### config.mk
export PLATFORM = sky130hd
export DESIGN_NAME = rpn_stack_engine_flat
export DESIGN_NICKNAME = d
export VERILOG_FILES = /design/src/rtl/rpn_stack_engine_if.sv /design/src/rtl/rpn_stack_engine.sv /design/src/flat_wrapper.sv
export SDC_FILE = /design/constraint.sdc
export NUM_CORES = 2
export LEC_CHECK = 0
export ABC_AREA = 1
export CORE_UTILIZATION = 67
export DETAILED_ROUTE_END_ITERATION = 8
export DONT_BUFFER_PORTS = 1
export PLACE_DENSITY = 0.83
export SLEW_MARGIN = 20
export SYNTH_ARGS = -nofsm -noshare
export SYNTH_HDL_FRONTEND = slang
export SYNTH_SLANG_ARGS = --single-unit
### constraint.sdc
create_clock -name clk -period 8.91 [get_ports clk]
set_clock_uncertainty 0.05 [all_clocks]
set_input_delay 1.782 -clock clk [delete_from_list [all_inputs] [get_ports clk]]
set_output_delay 1.782 -clock clk [all_outputs]
set_load 0.02 [all_outputs]
### src/rtl/rpn_stack_engine_if.sv
// Operand/command bus between the number builder and the RPN stack engine,
// plus the status bus going to the display logic.
interface rpn_stack_engine_if #(
  parameter int DW    = 32,
  parameter int DEPTH = 8
);
  logic [DW-1:0]            number;
  logic                     push;
  logic                     op_strobe;
  logic [2:0]               op_code;
  logic [DW-1:0]            top;
  logic [$clog2(DEPTH):0]   depth;
  logic                     busy;
  logic                     done;
  logic                     err_overflow;
  logic                     err_underflow;
  logic                     err_illegal;

  modport master (
    output number, push, op_strobe, op_code,
    input  top, depth, busy, done, err_overflow, err_underflow, err_illegal
  );

  modport slave (
    input  number, push, op_strobe, op_code,
    output top, depth, busy, done, err_overflow, err_underflow, err_illegal
  );
endinterface

### src/rtl/rpn_stack_engine.sv
// Reverse-Polish evaluator: LIFO register stack with single-cycle push/DROP/DUP
// and a three-state FSM for the binary operators and SWAP.
module rpn_stack_engine #(
  parameter int DEPTH = 8,
  parameter int DW    = 32
) (
  input  logic               clk,
  input  logic               clear,
  rpn_stack_engine_if.slave  bus
);
  localparam int AW  = $clog2(DEPTH);
  localparam int SPW = AW + 1;

  typedef enum logic [1:0] {S_IDLE, S_EXEC, S_WRITE} state_e;
  typedef enum logic [2:0] {
    OP_ADD  = 3'b000,
    OP_SUB  = 3'b001,
    OP_MUL  = 3'b010,
    OP_SWAP = 3'b011,
    OP_DROP = 3'b100,
    OP_DUP  = 3'b101
  } opcode_e;

  state_e          state_q, state_d;
  logic [SPW-1:0]  sp_q, sp_d;
  logic [DW-1:0]   a_q, a_d;
  logic [DW-1:0]   b_q, b_d;
  logic [DW-1:0]   r_q, r_d;
  opcode_e         opc_q, opc_d;
  logic            done_q, done_d;
  logic            errOvf_q, errUnd_q, errIll_q;
  logic [DW-1:0]   stack_q [DEPTH];

  logic            commit, ovfSet, undSet, illSet;
  logic            wr0En, wr1En;
  logic [AW-1:0]   wr0Addr, wr1Addr;
  logic [DW-1:0]   wr0Data, wr1Data;
  logic [AW-1:0]   freeIdx, tosIdx, nosIdx;
  logic            isEmpty, isFull;

  // Index arithmetic wraps in AW bits, so sp==DEPTH still maps TOS to DEPTH-1.
  assign freeIdx = sp_q[AW-1:0];
  assign tosIdx  = sp_q[AW-1:0] - AW'(1);
  assign nosIdx  = sp_q[AW-1:0] - AW'(2);
  assign isEmpty = (sp_q == '0);
  assign isFull  = (sp_q == SPW'(DEPTH));

  always_comb begin
    state_d = state_q;
    sp_d    = sp_q;
    a_d     = a_q;
    b_d     = b_q;
    r_d     = r_q;
    opc_d   = opc_q;
    commit  = 1'b0;
    ovfSet  = 1'b0;
    undSet  = 1'b0;
    illSet  = 1'b0;
    wr0En   = 1'b0;
    wr0Addr = freeIdx;
    wr0Data = bus.number;
    wr1En   = 1'b0;
    wr1Addr = tosIdx;
    wr1Data = b_q;

    unique case (state_q)
      S_IDLE: begin
        if (bus.push) begin
          // A push always wins over a simultaneous op; the op is flagged and dropped.
          illSet = bus.op_strobe;
          if (isFull) begin
            ovfSet = 1'b1;
          end else begin
            wr0En  = 1'b1;
            sp_d   = sp_q + SPW'(1);
            commit = 1'b1;
          end
        end else if (bus.op_strobe) begin
          case (bus.op_code)
            OP_ADD, OP_SUB, OP_MUL, OP_SWAP: begin
              if (sp_q < SPW'(2)) begin
                undSet = 1'b1;
              end else begin
                a_d     = stack_q[tosIdx];
                b_d     = stack_q[nosIdx];
                opc_d   = opcode_e'(bus.op_code);
                state_d = S_EXEC;
              end
            end
            OP_DROP: begin
              if (isEmpty) begin
                undSet = 1'b1;
              end else begin
                sp_d   = sp_q - SPW'(1);
                commit = 1'b1;
              end
            end
            OP_DUP: begin
              if (isEmpty) begin
                undSet = 1'b1;
              end else if (isFull) begin
                ovfSet = 1'b1;
              end else begin
                wr0En   = 1'b1;
                wr0Data = stack_q[tosIdx];
                sp_d    = sp_q + SPW'(1);
                commit  = 1'b1;
              end
            end
            default: illSet = 1'b1;
          endcase
        end
      end

      S_EXEC: begin
        illSet = bus.push | bus.op_strobe;
        case (opc_q)
          OP_ADD:  r_d = b_q + a_q;
          OP_SUB:  r_d = b_q - a_q;
          OP_MUL:  r_d = b_q * a_q;
          default: r_d = r_q;
        endcase
        state_d = S_WRITE;
      end

      S_WRITE: begin
        illSet  = bus.push | bus.op_strobe;
        wr0En   = 1'b1;
        wr0Addr = nosIdx;
        if (opc_q == OP_SWAP) begin
          wr0Data = a_q;
          wr1En   = 1'b1;
        end else begin
          wr0Data = r_q;
          sp_d    = sp_q - SPW'(1);
        end
        commit  = 1'b1;
        state_d = S_IDLE;
      end

      default: state_d = S_IDLE;
    endcase

    // A commit that coincides with any raised error is not reported as done.
    done_d = commit & ~(ovfSet | undSet | illSet);
  end

  // Control and status registers; clear aborts any in-flight op without commit.
  always_ff @(posedge clk or posedge clear) begin
    if (clear) begin
      state_q  <= S_IDLE;
      sp_q     <= '0;
      a_q      <= '0;
      b_q      <= '0;
      r_q      <= '0;
      opc_q    <= OP_ADD;
      done_q   <= 1'b0;
      errOvf_q <= 1'b0;
      errUnd_q <= 1'b0;
      errIll_q <= 1'b0;
    end else begin
      state_q  <= state_d;
      sp_q     <= sp_d;
      a_q      <= a_d;
      b_q      <= b_d;
      r_q      <= r_d;
      opc_q    <= opc_d;
      done_q   <= done_d;
      errOvf_q <= errOvf_q | ovfSet;
      errUnd_q <= errUnd_q | undSet;
      errIll_q <= errIll_q | illSet;
    end
  end

  // Stack storage has no reset; sp alone defines which entries are valid.
  always_ff @(posedge clk) begin
    if (wr0En) stack_q[wr0Addr] <= wr0Data;
    if (wr1En) stack_q[wr1Addr] <= wr1Data;
  end

  assign bus.top           = isEmpty ? '0 : stack_q[tosIdx];
  assign bus.depth         = sp_q;
  assign bus.busy          = (state_q != S_IDLE);
  assign bus.done          = done_q;
  assign bus.err_overflow  = errOvf_q;
  assign bus.err_underflow = errUnd_q;
  assign bus.err_illegal   = errIll_q;
endmodule

### src/flat_wrapper.sv
// flat-port wrapper written by rule: the top's interface ports become plain ports
module rpn_stack_engine_flat 
#(
  parameter int DEPTH = 8,
  parameter int DW    = 32
)
  (clk, clear, bus_number, bus_push, bus_op_strobe, bus_op_code, bus_top, bus_depth, bus_busy, bus_done, bus_err_overflow, bus_err_underflow, bus_err_illegal);
  rpn_stack_engine_if #(.DW(DW), .DEPTH(DEPTH)) bus_i ();
  input  logic clk;
  input  logic clear;
  input wire logic [$bits(bus_i.number)-1:0] bus_number;
  input wire logic [$bits(bus_i.push)-1:0] bus_push;
  input wire logic [$bits(bus_i.op_strobe)-1:0] bus_op_strobe;
  input wire logic [$bits(bus_i.op_code)-1:0] bus_op_code;
  output wire logic [$bits(bus_i.top)-1:0] bus_top;
  output wire logic [$bits(bus_i.depth)-1:0] bus_depth;
  output wire logic [$bits(bus_i.busy)-1:0] bus_busy;
  output wire logic [$bits(bus_i.done)-1:0] bus_done;
  output wire logic [$bits(bus_i.err_overflow)-1:0] bus_err_overflow;
  output wire logic [$bits(bus_i.err_underflow)-1:0] bus_err_underflow;
  output wire logic [$bits(bus_i.err_illegal)-1:0] bus_err_illegal;
  assign bus_i.number = bus_number;
  assign bus_i.push = bus_push;
  assign bus_i.op_strobe = bus_op_strobe;
  assign bus_i.op_code = bus_op_code;
  assign bus_top = bus_i.top;
  assign bus_depth = bus_i.depth;
  assign bus_busy = bus_i.busy;
  assign bus_done = bus_i.done;
  assign bus_err_overflow = bus_i.err_overflow;
  assign bus_err_underflow = bus_i.err_underflow;
  assign bus_err_illegal = bus_i.err_illegal;
  rpn_stack_engine #(.DEPTH(DEPTH), .DW(DW)) u_core (.clk(clk), .clear(clear), .bus(bus_i));
endmodule
==> impl_metrics.ini <==
[hold_path]
timing.hold.worst.start = u_core.r_q[4]
min_path_cells = 1
worst_hold_path_type = reg2reg
worst_hold_endpoint = u_core.r_q[4]

[yosys]
synthMuxAreaShare_pct = 0
synth-main-ff-cell = sky130_fd_sc_hd__edfxtp_1
register_area_share_after_synthesis_pct = 26.2
netlist_top_cells_area = sky130_fd_sc_hd__fa_1 (21%), sky130_fd_sc_hd__edfxtp_1 (19%), sky130_fd_sc_hd__nand2_1 (11%), sky130_fd_sc_hd__inv_1 (10%), sky130_fd_sc_hd__dfrtp_1 (6.9%)
synth_largest_type_area_fraction_pct = 20.6
syn-cell-area_um2 = 39800
synth_area_leader_cell = sky130_fd_sc_hd__fa_1
synth-adder-area-share_pct = 25.7
synth_top_family_by_area = adder cells
synthXorXnorAreaFrac_pct = 1.30
synth.ff_latch_count = 365
postSynth.asyncResetShare_pct = 29.9
synth_simple_gate_area_share_pct = 16.0
synth.net_count = 5743
number_of_warnings_reported_in_the_yosys_synthesis_log = 0
netlist_instances = 5130
synth_cell_types = 59
synth_edf_count = 256
synth_compound_gate_area_share_pct = 17.2
postSynthAreaPerCell_um2 = 7.76

[die]
placementRows = 88
floorplan.die.width_um = 246
dieArea_um2 = 60400
core_region_area_um2 = 58200
initial_core_util_pct = 68.4
die_height_um = 246
ios = 80

[drt]
dr_iter_0_viols = 4716
detailed_route_wl_um = 128000
remaining_drc_errors = 3
routed-via-count = 35400
final_antenna_net_count = 0
drt_pass1_iterations = 9
drt-wirelength-per-cell_um = 22.2
viasPerCell = 6.16

[timing]
timing.fmax_mhz = 133
holdWs_ns = 0.441
final_layout_setup_total_negative_slack_ns = 0
max_slew_violation_total_from_the_final_report = 0
finalCritPeriodShare_pct = 84.3
max_slew_margin_pct = 19.9
timing.final.crit_period_ns = 7.51
setup_viol = 0
rsz0062_at_grt = no
worst-slew-pin-transition_ns = 1.20
final-hold-violation-count = 0

[clock_network]
clk-insertion-delay-late_ns = 0.58
clk_transition_reported_paths_ns = 0.07
cts_buffer_depth = 3
ctsResizeCount = 0
htree_num_levels = 2
cts-hold-fix-buffers = 0
postCtsSetupBuffers = 0
tritoncts = done
cts.sink_count = 365
cts.root.buffer_cell = sky130_fd_sc_hd__clkbuf_16
numCtsBuffers = 40

[critical_path]
critPathTopFamily = adder cells
crit_path_max_cell_delay_ns = 1.02
crit_type = reg2reg
worstReg2RegStart = u_core.b_q[13]
cp_data_required_time_ns = 9.32
wp_buf_inv = 5
cp_data_arrival_time_ns = 7.92
worstSetupEndpointType = flop
critical_path_peak_fanout = 21
start_kind = flop
ff2ff_path_depth = 31
setup.reg_to_reg.worst_slack_ns = 1.40
worstReg2RegEnd = u_core.r_q[29]
critical_path.slowest_cell = sky130_fd_sc_hd__dfrtp_1
critical_path_s_most_frequent_cell = sky130_fd_sc_hd__nand2_1

[placed_design]
dp_hpwl_um = 91900
io_buffer_count = 0
finalWeightedCongestion = 1.03

[grt]
grt_start_max_net_pins = 94
grt_util_all_layers_pct = 42.9
first_pass_grt_wire_length_um = 196000
gr-total-overflow = 0
grt_antenna_before_repair = 4
first_global_vias = 35100

[run]
cap_viol_max_count = 0

[finish]
layout.core_utilization_pct = 71.4
num-fill-cells = 4524
post_route_cells_drive_above_1_share_pct = 5.71
layout.cells.most_common = sky130_fd_sc_hd__nand2_1
finalNetCount = 5559
area_growth_pct = 4.47
layout_common_cells = sky130_fd_sc_hd__nand2_1 (1189), sky130_fd_sc_hd__inv_1 (1089), sky130_fd_sc_hd__o21ai_0 (532), sky130_fd_sc_hd__fa_1 (409), sky130_fd_sc_hd__a21oi_1 (274)

[status]
failing_checks = design-rule violations
run_status = complete, but fails checks
## worst reg2reg max path, delay by kind of cell, from the launching register on
kind | cells | cell delay, ns
adder cells (fa/ha/maj) | 9 | 4.19
AND/OR/NAND/NOR | 16 | 1.70
flip-flops | 1 | 1.02
buffers and inverters | 5 | 0.34
AO/OA/AOI/OAI | 1 | 0.09
## metal layers
layer / GRT usage [%] / vias up / wire length (µm)
met2: 69.0 / 2517 / 57700
met1: 54.5 / 16500 / 45000
met4: 23.5 / 2 / 8260
met5: 0 / - / 12
met3: 8.88 / 587 / 16700
li1: - / 15800 / -
## state kept, by name (all words and copies together), names as in the netlist
signal                    cells
u_core.stack_q              256
u_core.a_q                   32
u_core.b_q                   32
u_core.r_q                   32
u_core.bus.depth              4
u_core.opc_q                  3
u_core.state_q                2
u_core.bus.done               1
u_core.bus.err_illegal        1
u_core.bus.err_overflow       1
u_core.bus.err_underflow      1
## cell usage after synthesis (3+ instances only)
cell and n:
sky130_fd_sc_hd__buf_6 8, sky130_fd_sc_hd__buf_4 4, sky130_fd_sc_hd__o211ai_4 4, sky130_fd_sc_hd__inv_1 1091, sky130_fd_sc_hd__a221oi_1 6, sky130_fd_sc_hd__nand4_2 3, sky130_fd_sc_hd__o21ai_1 109, sky130_fd_sc_hd__buf_2 37
sky130_fd_sc_hd__a21boi_0 3, sky130_fd_sc_hd__a31oi_1 30, sky130_fd_sc_hd__ha_1 165, sky130_fd_sc_hd__a21o_1 9, sky130_fd_sc_hd__inv_2 10, sky130_fd_sc_hd__buf_1 62, sky130_fd_sc_hd__clkinv_1 5, sky130_fd_sc_hd__xnor2_1 13
sky130_fd_sc_hd__o211ai_1 25, sky130_fd_sc_hd__nor4_1 3, sky130_fd_sc_hd__edfxtp_1 256, sky130_fd_sc_hd__clkbuf_1 187, sky130_fd_sc_hd__nand2_1 1197, sky130_fd_sc_hd__a21oi_1 274, sky130_fd_sc_hd__o22ai_1 21, sky130_fd_sc_hd__xor2_1 46
sky130_fd_sc_hd__nor3_2 5, sky130_fd_sc_hd__a22o_1 11, sky130_fd_sc_hd__o2bb2ai_1 21, sky130_fd_sc_hd__dfrtp_1 109, sky130_fd_sc_hd__nor2_2 3, sky130_fd_sc_hd__o221ai_1 10, sky130_fd_sc_hd__o21ai_0 532, sky130_fd_sc_hd__o31ai_1 10
sky130_fd_sc_hd__nand4_1 25, sky130_fd_sc_hd__nand3_1 129, sky130_fd_sc_hd__nand2_2 3, sky130_fd_sc_hd__nor3_1 18, sky130_fd_sc_hd__fa_1 409, sky130_fd_sc_hd__a221oi_2 37, sky130_fd_sc_hd__nand3b_1 8, sky130_fd_sc_hd__o21bai_1 7
sky130_fd_sc_hd__or2_2 10, sky130_fd_sc_hd__nor2_1 157, sky130_fd_sc_hd__o21ai_2 11, sky130_fd_sc_hd__o211ai_2 28
## worst max-delay path by stage
stage	slack (ns)	from	depth (start not counted)	to
2_1_floorplan	2.14	u_core.a_q[3]	31	u_core.r_q[31]
3_3_place_gp	1.59	u_core.b_q[12]	28	u_core.r_q[28]
3_5_place_dp	1.48	u_core.a_q[6]	30	u_core.r_q[31]
4_1_cts	1.49	u_core.a_q[6]	30	u_core.r_q[31]
5_1_grt	1.01	u_core.b_q[13]	30	u_core.r_q[31]
6_report	1.40	u_core.b_q[13]	31	u_core.r_q[29]
## stage by stage
stage | cells | setup WS, ns | cell area, µm²
after floorplan | 5130 | 2.14 | 39800
after global placement | 5669 | 1.59 | 40300
after detailed placement | 5669 | 1.48 | 40300
after CTS | 5743 | 1.49 | 41600
after global routing | 5745 | 1.01 | 41600
final | 5745 | 1.40 | 41600
## cells by family (layout without fill, tap and decap cells)
logic type | Yosys count | after routing
fa+ha+maj | 574 | 574
compound gates | 1153 | 1153
buf+inv | 1407 | 1255
xor+xnor | 59 | 59
other cells | 0 | 2
flops | 365 | 365
simple gates | 1572 | 1572
## area by class of cell
class / instances / area (µm²) / area share, %
clock inverter: 13 / 163 / 0.391
antenna: 2 / 5.00 / 0.0120
inverter: 1108 / 4170 / 10.0
sequential: 365 / 10400 / 25.1
tap: 765 / 957 / 2.30
timing repair buffer: 73 / 548 / 1.32
multi-input combinational: 3358 / 24200 / 58.1
clock buffer: 61 / 1160 / 2.79
Power is left out: the tool's default activity adds up to more than one toggle a clock period on the data nets, which glitch-free logic cannot reach.
